## src/rtl/sync_pkg.sv

```systemverilog
// Shared definitions for the sync-word transmitter and its receiver-side model:
// phase encodings, the default marker byte, the word layout and the checksum.
package sync_pkg;

    // Marker byte carried in the top byte of every sync word.
    localparam logic [7:0] SYNC_MARKER_DEF = 8'hA5;

    // Width of the single phase down-counter shared by SETUP, STROBE and HOLD.
    localparam int unsigned SYNC_PHASE_W = 16;

    // Transfer phases.
    typedef enum logic [1:0] {
        SYNC_IDLE   = 2'd0,
        SYNC_SETUP  = 2'd1,
        SYNC_STROBE = 2'd2,
        SYNC_HOLD   = 2'd3
    } sync_state_e;

    // Layout of the 32-bit word driven on the sync bus.
    typedef struct packed {
        logic [7:0]  marker;
        logic [15:0] cnt;
        logic [7:0]  chk;
    } sync_word_t;

    // XOR checksum over the marker and both bytes of the frame count.
    function automatic logic [7:0] sync_chk(input logic [7:0] marker, input logic [15:0] cnt);
        sync_chk = marker ^ cnt[15:8] ^ cnt[7:0];
    endfunction

    // Assemble a complete sync word for a given marker and frame count.
    function automatic sync_word_t sync_build(input logic [7:0] marker, input logic [15:0] cnt);
        sync_word_t w;
        w.marker = marker;
        w.cnt    = cnt;
        w.chk    = sync_chk(marker, cnt);
        sync_build = w;
    endfunction

endpackage

```

## src/rtl/sync_tx.sv

```systemverilog
// Sync-word transmitter. On each accepted frame tick a new word
// {marker, frame count, checksum} is loaded onto sync_o, and a capture strobe
// srdyo is framed around it with programmable setup, pulse and hold times.
// Ticks arriving while a word is in flight queue one word; further ticks are
// counted as overruns.
module sync_tx
    import sync_pkg::*;
#(
    parameter logic [7:0]  MARKER    = SYNC_MARKER_DEF,
    parameter int unsigned SETUP_CYC = 2,
    parameter int unsigned PULSE_CYC = 4,
    parameter int unsigned HOLD_CYC  = 2
) (
    input  logic        clk,
    input  logic        GlobalReset,
    input  logic        enable,
    input  logic        frame_tick,
    output logic [31:0] sync_o,
    output logic        srdyo,
    output logic        busy,
    output logic [7:0]  overrun_cnt
);

    // Phase encodings kept as plain constants mirroring the package enum.
    localparam logic [1:0] ST_IDLE   = SYNC_IDLE;
    localparam logic [1:0] ST_SETUP  = SYNC_SETUP;
    localparam logic [1:0] ST_STROBE = SYNC_STROBE;
    localparam logic [1:0] ST_HOLD   = SYNC_HOLD;

    // Reload values for the phase counter: a phase of N cycles counts N-1..0.
    localparam logic [SYNC_PHASE_W-1:0] SETUP_LOAD = SYNC_PHASE_W'(SETUP_CYC - 1);
    localparam logic [SYNC_PHASE_W-1:0] PULSE_LOAD = SYNC_PHASE_W'(PULSE_CYC - 1);
    localparam logic [SYNC_PHASE_W-1:0] HOLD_LOAD  = SYNC_PHASE_W'(HOLD_CYC - 1);

    localparam logic [7:0] OVR_MAX = 8'hFF;

    // Registered state.
    logic [1:0]              state;
    logic [SYNC_PHASE_W-1:0] phase;
    logic [15:0]             frame_cnt;
    logic                    pending;

    // Next-state values.
    logic [1:0]              state_n;
    logic [SYNC_PHASE_W-1:0] phase_n;
    logic [15:0]             frame_cnt_n;
    logic                    pending_n;
    logic [31:0]             sync_n;
    logic                    srdyo_n;
    logic                    busy_n;
    logic [7:0]              overrun_n;

    logic                    phase_done;
    logic                    load_word;
    sync_word_t              next_word;

    assign phase_done = (phase == {SYNC_PHASE_W{1'b0}});
    assign next_word  = sync_build(MARKER, frame_cnt);

    // Next-state logic: tick bookkeeping, phase sequencing and word loading.
    always_comb begin
        state_n     = state;
        phase_n     = phase;
        frame_cnt_n = frame_cnt;
        pending_n   = pending;
        sync_n      = sync_o;
        srdyo_n     = srdyo;
        busy_n      = busy;
        overrun_n   = overrun_cnt;
        load_word   = 1'b0;

        // Ticks while a word is in flight queue one word or count an overrun.
        // Disabling drops any queued word and ignores ticks altogether.
        if (!enable) begin
            pending_n = 1'b0;
        end else if (frame_tick && busy) begin
            if (!pending) begin
                pending_n = 1'b1;
            end else if (overrun_cnt != OVR_MAX) begin
                overrun_n = overrun_cnt + 8'd1;
            end else begin
                overrun_n = overrun_cnt;
            end
        end else begin
            pending_n = pending;
        end

        case (state)
            ST_IDLE: begin
                // A word queued on the closing HOLD edge is picked up here.
                if (enable && (frame_tick || pending)) begin
                    load_word = 1'b1;
                end else begin
                    load_word = 1'b0;
                end
            end
            ST_SETUP: begin
                if (phase_done) begin
                    state_n = ST_STROBE;
                    phase_n = PULSE_LOAD;
                    srdyo_n = 1'b1;
                end else begin
                    phase_n = phase - SYNC_PHASE_W'(1);
                end
            end
            ST_STROBE: begin
                if (phase_done) begin
                    state_n = ST_HOLD;
                    phase_n = HOLD_LOAD;
                    srdyo_n = 1'b0;
                end else begin
                    phase_n = phase - SYNC_PHASE_W'(1);
                end
            end
            ST_HOLD: begin
                if (phase_done) begin
                    if (pending && enable) begin
                        // Back-to-back: the queued word loads on this edge.
                        load_word = 1'b1;
                    end else begin
                        state_n = ST_IDLE;
                        busy_n  = 1'b0;
                    end
                end else begin
                    phase_n = phase - SYNC_PHASE_W'(1);
                end
            end
            default: begin
                state_n = ST_IDLE;
                phase_n = {SYNC_PHASE_W{1'b0}};
                srdyo_n = 1'b0;
                busy_n  = 1'b0;
            end
        endcase

        // Loading a word consumes any queued request and restarts the timing.
        if (load_word) begin
            sync_n      = next_word;
            frame_cnt_n = frame_cnt + 16'd1;
            pending_n   = 1'b0;
            state_n     = ST_SETUP;
            phase_n     = SETUP_LOAD;
            srdyo_n     = 1'b0;
            busy_n      = 1'b1;
        end else begin
            sync_n      = sync_n;
        end
    end

    // Control state registers; reset drops any transfer in progress.
    always_ff @(posedge clk) begin
        if (GlobalReset) begin
            state     <= ST_IDLE;
            phase     <= {SYNC_PHASE_W{1'b0}};
            pending   <= 1'b0;
        end else begin
            state     <= state_n;
            phase     <= phase_n;
            pending   <= pending_n;
        end
    end

    // Frame counter: advances only on the edge a word is loaded, wraps silently.
    always_ff @(posedge clk) begin
        if (GlobalReset) begin
            frame_cnt <= 16'h0000;
        end else if (load_word) begin
            frame_cnt <= frame_cnt_n;
        end else begin
            frame_cnt <= frame_cnt;
        end
    end

    // Registered outputs toward the capture block.
    always_ff @(posedge clk) begin
        if (GlobalReset) begin
            sync_o      <= 32'h0000_0000;
            srdyo       <= 1'b0;
            busy        <= 1'b0;
            overrun_cnt <= 8'h00;
        end else begin
            sync_o      <= sync_n;
            srdyo       <= srdyo_n;
            busy        <= busy_n;
            overrun_cnt <= overrun_n;
        end
    end

endmodule
```

## config.mk

```make
export PLATFORM = sky130hd
export DESIGN_NAME = sync_tx
export DESIGN_NICKNAME = d
export VERILOG_FILES = /design/src/rtl/sync_pkg.sv /design/src/rtl/sync_tx.sv
export SDC_FILE = /design/constraint.sdc
export NUM_CORES = 1
export LEC_CHECK = 0
export CORE_MARGIN = 5
export CORE_UTILIZATION = 40
export CTS_CLUSTER_SIZE = 8
export DETAILED_ROUTE_END_ITERATION = 7
export DONT_BUFFER_PORTS = 1
export GPL_TIMING_DRIVEN = 0
export PLACE_DENSITY_LB_ADDON = 0.12
export SLEW_MARGIN = 15
export SYNTH_ARGS = -nofsm -noshare
export SYNTH_HDL_FRONTEND = slang
export SYNTH_SLANG_ARGS = --single-unit
```

## constraint.sdc

```tcl
create_clock -name clk -period 3.02 [get_ports clk]
set_input_delay 0.604 -clock clk [delete_from_list [all_inputs] [get_ports clk]]
set_output_delay 0.604 -clock clk [all_outputs]
set_load 0.05 [all_outputs]
```

======== Word level (Yosys, flattened, before mapping) ========
Index checks and enable logic that the tools add are counted.
storage, ports and cells
  input bits .............................. 4
  word-level logic and storage cells ...... 73
  bits in writable memories ............... 0
  memories kept ........................... 0
  latch bits .............................. 0
  register bits after elaboration ......... 70
  bits in read-only memories .............. 0
  output and inout port bits .............. 42
cells by class
  muxes and demuxes ....................... 22
  order comparisons ....................... 0
  divide/modulo/power cells ............... 0
  eq/ne operators ......................... 15
  $mul .................................... 0
  $add $sub $neg .......................... 3
  bitwise operators ....................... 3
  reductions and logical operators ........ 20
  shift-type cells ........................ 0
operators by type and width
  operator                                             number
  two-way mux 16 bit                                   3
  one-hot mux 16 bit (3 select lines)                  1
  adder 16 x 1 -> 16 bit (second input constant)       1
  logical NOT 16 bit                                   1
  subtractor 16 x 1 -> 16 bit (second input constant)  1
  != test 3 bit (second input constant)                5
  != test 2 bit (second input constant)                6
  two-way mux 1 bit                                    11
  AND reduction 5 bit                                  2
  adder 8 x 1 -> 8 bit (second input constant)         1
  two-way mux 2 bit                                    4
  != test 8 bit (second input constant)                1
  XOR 8 bit                                            1
  one-hot mux 2 bit (3 select lines)                   1
  AND reduction 3 bit                                  2
  nonzero test 2 bit                                   3
  == test 2 bit (second input constant)                2
  NOT 4 bit                                            1
  one-hot mux 1 bit (2 select lines)                   2
  AND reduction 2 bit                                  2
  AND reduction 4 bit                                  1
  nonzero test 4 bit                                   1
  logical AND 1 bit                                    3
  nonzero test 3 bit                                   1
  6 further kinds                                      6

======== Depth between registers and ports, before layout ========
  depth after elaboration ................. 6
  depth in mapped cells ................... 9
  depth with buffers taken out ............ 7

======== Worst setup path before layout ========
No wires, ideal clock.
  path type ............................... flip-flop to flip-flop
  from .................................... register phase[0]
  to ...................................... register frame_cnt[13]
  data required time ...................... 2949 ps
  arrival time ............................ 2140 ps
  cell stages (with the launch flop) ...... 9
  path slack .............................. 809 ps
  setup time .............................. 71 ps
  path buffers ............................ 1
  clock period less this slack ............ 2211 ps
  cells stage by stage .................... dfxtp_1 -> inv_1 -> ha_1 -> nor4b_1 -> and4b_1 -> a21oi_2 -> buf_6 -> or4_1 -> a21oi_1
between the ends
  longest elaborated chain between the ends .. 3
RTL lines
  item                                line            text
  start: declaration                  sync_tx.sv:39   logic [SYNC_PHASE_W-1:0] phase;
  start signal: assignment            sync_tx.sv:154  phase <= {SYNC_PHASE_W{1'b0}};
  start signal: assignment            sync_tx.sv:158  phase <= phase_n;
  logical NOT 16 bit                  sync_tx.sv:57   assign phase_done = (phase == {SYNC_PHASE_W{1'b0}});
  two-way mux 1 bit                   sync_tx.sv:116  if (phase_done) begin
  one-hot mux 1 bit (2 select lines)  sync_tx.sv:88   case (state)
  end signal: assignment              sync_tx.sv:168  frame_cnt <= frame_cnt_n;
  end signal: assignment              sync_tx.sv:170  frame_cnt <= frame_cnt;
  end: declaration                    sync_tx.sv:40   logic [15:0] frame_cnt;
No other way between the ends.
A chain may end at the register's enable or synchronous reset.

======== Worst setup path in the final report ========
  from .................................... register phase[11]
  to ...................................... register state[1]
between the ends
  longest elaborated chain between the ends .. 4
  elaborated cells between the ends (all ways) .. 8
  classes of those cells .................. eq/ne (3); mux (2); reduce/logical (3)
RTL lines
  item                                 line            text
  logical NOT 16 bit (*)               sync_tx.sv:57
  two-way mux 1 bit                    sync_tx.sv:116
  one-hot mux 1 bit (2 select lines)   sync_tx.sv:88
  OR reduction 2 bit (no source line)  --
  end signal: assignment               sync_tx.sv:157  state <= state_n;
  end: declaration                     sync_tx.sv:38   logic [1:0] state;
Every way passes the cells marked *; elsewhere a longest branch is shown, timed or not.

==> impl_results.md <==
- GR Util All Layers: 17.0%
- Final count of hold timing violations: 0
- Setup crit end kind: register
- H-Tree Level Count: 3
- Mapped Cells: 406
- Cell area after synthesis: 3300 sq um
- Fin crit period: 2.58 ns
- IO buf count: 0
- Iter 0 DRT Violations: 88
- Mean Syn Cell Area: 8.14 sq um
- Total CTS buffers: 9
- Drt first pass iters: 4
- Max_cap viols: 0
- Maximum VDD drop: 0.827 mV
- DRC: 0
- Clk Latency, worst-skew pair: 0.35 ns
- Initial Util: 40.6%
- Ys Warns: 0
- Final Cycle Share: 85.4%
- DIE HEIGHT: 101 microns
- Post-CTS Hold Fix Bufs: 0
- Power Dens Cells: 1090 nW/um^2
- Clock-pin slew on the worst setup and hold paths: 0.07 ns
- Root buf cell: clkbuf_8
- Tot Pwr: 0.00396 W
- Die width: 101 microns
- Max Fclk: 388 MHz
- GR Overflow Total: 0
- Initial antenna violation count: 0
- I/O Pins: 46
- Status: finished clean
- Antenna Nets Post-Route: 0
- Routed wire length: 8180 microns
- Largest net degree at the start of global routing: 13
- Vias: 2,861
- Worst Tran Pin Value: 0.838 ns
- Row Count: 33
- Wire length per cell: 15.4 microns
- First-pass GRT wire length: 13,800 microns
- Startpoint types: register
- RSZ-0062 raised after global routing: false
- # setup viols final: 0
- Hold WC Path Type: in2reg
- Number of synthesized register bits: 70
- Register area share after synthesis: 42.4%
- Vias in the first global route: 2,787
- Worst EP required: 3.26 ns
- Yosys cell types: 47
- Rel. slew slack: 43.4%
- Worst-path maximum fanout: 7
- Setup TNS: 0 ns
- CP Data Arrival Time: 2.82 ns
- Routability Congestion: 0.827
- Routed vias/inst: 5.40
- N_diodes: 0
- Clock skew: 0.00978 ns
- Fillers: 842
- Full die area: 10,200 sq um
- Slew Limit Fails: 0
- HPWL after DPL: 5860 microns
- Area growth from synthesis to layout: 9.81%
- Post-place setup slack: 0.152 ns
- Ratio of cells with drive above 1 in the final layout: 8.94%
- Core ar.: 8130 sq um
- Clock Sinks: 70
- CTS tree: yes
- Layout net count: 432
- Final worst slack: 0.441 ns
- Leakage dissipation: 1.25 nW
- Clk buf depth: 2
- Setup CP Type: reg2reg
[per-stage QoR]
stage                     instances  hold slack (ns)  utilization (%)  cell area (sq um)
after floorplan                 409            0.471                -               3310
after global placement          514            0.497             42.4               3450
after detailed placement        514            0.505             42.4               3450
after CTS                       530            0.405             44.5               3620
after global routing            530            0.409             44.6               3630
final                           530            0.411             44.6               3630
[final timing paths]
kind | start | end | slack (ns) | cells past startpoint
max reg2reg | phase[11] | state[1] | 0.44 | 6
min reg2reg | frame_cnt[15] | sync_o[23] | 0.51 | 2
max | phase[11] | state[1] | 0.44 | 6
min | enable | pending | 0.41 | 1
[placed cells by master, fill, tap and decap left out, types with 4 or more instances in the layout]
cell / synthesis / final
a211oi_1: 5 / 5
a21oi_1: 46 / 46
a31oi_1: 4 / 4
buf_2: 5 / 5
buf_4: 7 / 7
clkbuf_1: 15 / 16
clkbuf_8: 0 / 10
conb_1: 1 / 4
dfxtp_1: 70 / 70
ha_1: 8 / 8
inv_1: 6 / 6
nand2_1: 59 / 59
nand3_1: 17 / 17
nand4_1: 9 / 9
nor2_1: 40 / 40
nor2b_1: 4 / 4
nor3_1: 10 / 10
nor4_1: 4 / 4
o21ai_0: 16 / 16
o31ai_1: 5 / 5
or3_1: 12 / 12
or4_1: 6 / 6
xnor2_1: 13 / 13
xor2_1: 9 / 9
[Yosys cell counts (all sizes together)]
cell | number | area, sq um
or4 | 7 | 56.3
nor2 | 40 | 150
o2111ai | 1 | 8.76
or3 | 12 | 75.1
buf | 13 | 88.8
nand3b | 1 | 7.51
mux2i | 3 | 30.0
dfxtp | 70 | 1400
a41oi | 1 | 8.76
o22ai | 1 | 6.26
a31oi | 4 | 25.0
nor4b | 2 | 17.5
o31ai | 5 | 37.5
nand4 | 9 | 56.3
and4b | 1 | 10.0
nor4 | 5 | 46.3
mux2 | 2 | 22.5
o21ai | 16 | 80.1
clkbuf | 15 | 56.3
nor2b | 4 | 25.0
and3 | 3 | 18.8
a211o | 1 | 8.76
or2 | 2 | 12.5
a211oi | 5 | 37.5
a311oi | 1 | 8.76
a2111oi | 1 | 8.76
nor3 | 10 | 50.1
or4b | 2 | 20.0
a21o | 1 | 7.51
nand2 | 59 | 221
a21oi | 47 | 239
ha | 8 | 100
nand3 | 17 | 85.1
nand2b | 1 | 6.26
inv | 6 | 22.5
xor2 | 9 | 78.8
o211ai | 1 | 7.51
xnor2 | 13 | 114
conb | 1 | 3.75
and4 | 1 | 8.76
and2 | 3 | 18.8
nor3b | 2 | 15.0
[cells by family (layout without fill, tap and decap cells)]
family / Yosys count / count (layout) / share of synthesized area, %
compound gates: 85 / 85 / 14.7
buf+inv: 34 / 50 / 5.08
flops: 70 / 70 / 42.4
mux: 5 / 5 / 1.59
xor+xnor: 22 / 22 / 5.83
fa+ha+maj: 8 / 8 / 3.03
simple gates: 181 / 181 / 27.3
other cells: 1 / 4 / 0.114
[state kept, by name, summed over array words and instances (netlist names)]
register     flops
overrun_cnt      8
srdyo            1
phase           16
state            2
sync_o          25
busy             1
frame_cnt       16
pending          1
[power breakdown]
| group | internal [W] | switching, W |
|---|---|---|
| clock network | 0.000321 | 0.000366 |
| logic | 0.000689 | 0.00117 |
| registers | 0.00109 | 0.000328 |
| total | 0.00210 | 0.00186 |
[final cells by class]
class	count	area, sq um	area share (%)
Clock inverter	5	33.8	0.931
Inverter	6	22.5	0.621
Tap cell	105	131	3.62
Sequential cell	70	1400	38.6
Multi-Input combinational cell	305	1750	48.3
Clock buffer	11	141	3.90
Buffer	28	145	4.00
[timing repair]
action,in CTS,in global routing
setup endpoints to repair,0,10
resized for setup,0,1
setup buffers,0,0
[per-layer routing]
layer	up-vias	GRT usage (%)	wire, microns
met5	-	0	0
met4	0	6.63	170
met3	17	4.57	382
met2	51	28.2	3930
met1	1339	20.9	3700
li1	1454	-	-
[critical path: stages (launching register included)]
cell and delay [ns]:
dfxtp_1 0.37, nor4_1 0.73, and4_1 0.30, clkbuf_1 0.32
nand2_1 0.16, o21ai_0 0.24, mux2_2 0.36
Power figures use the tool's default switching activity.
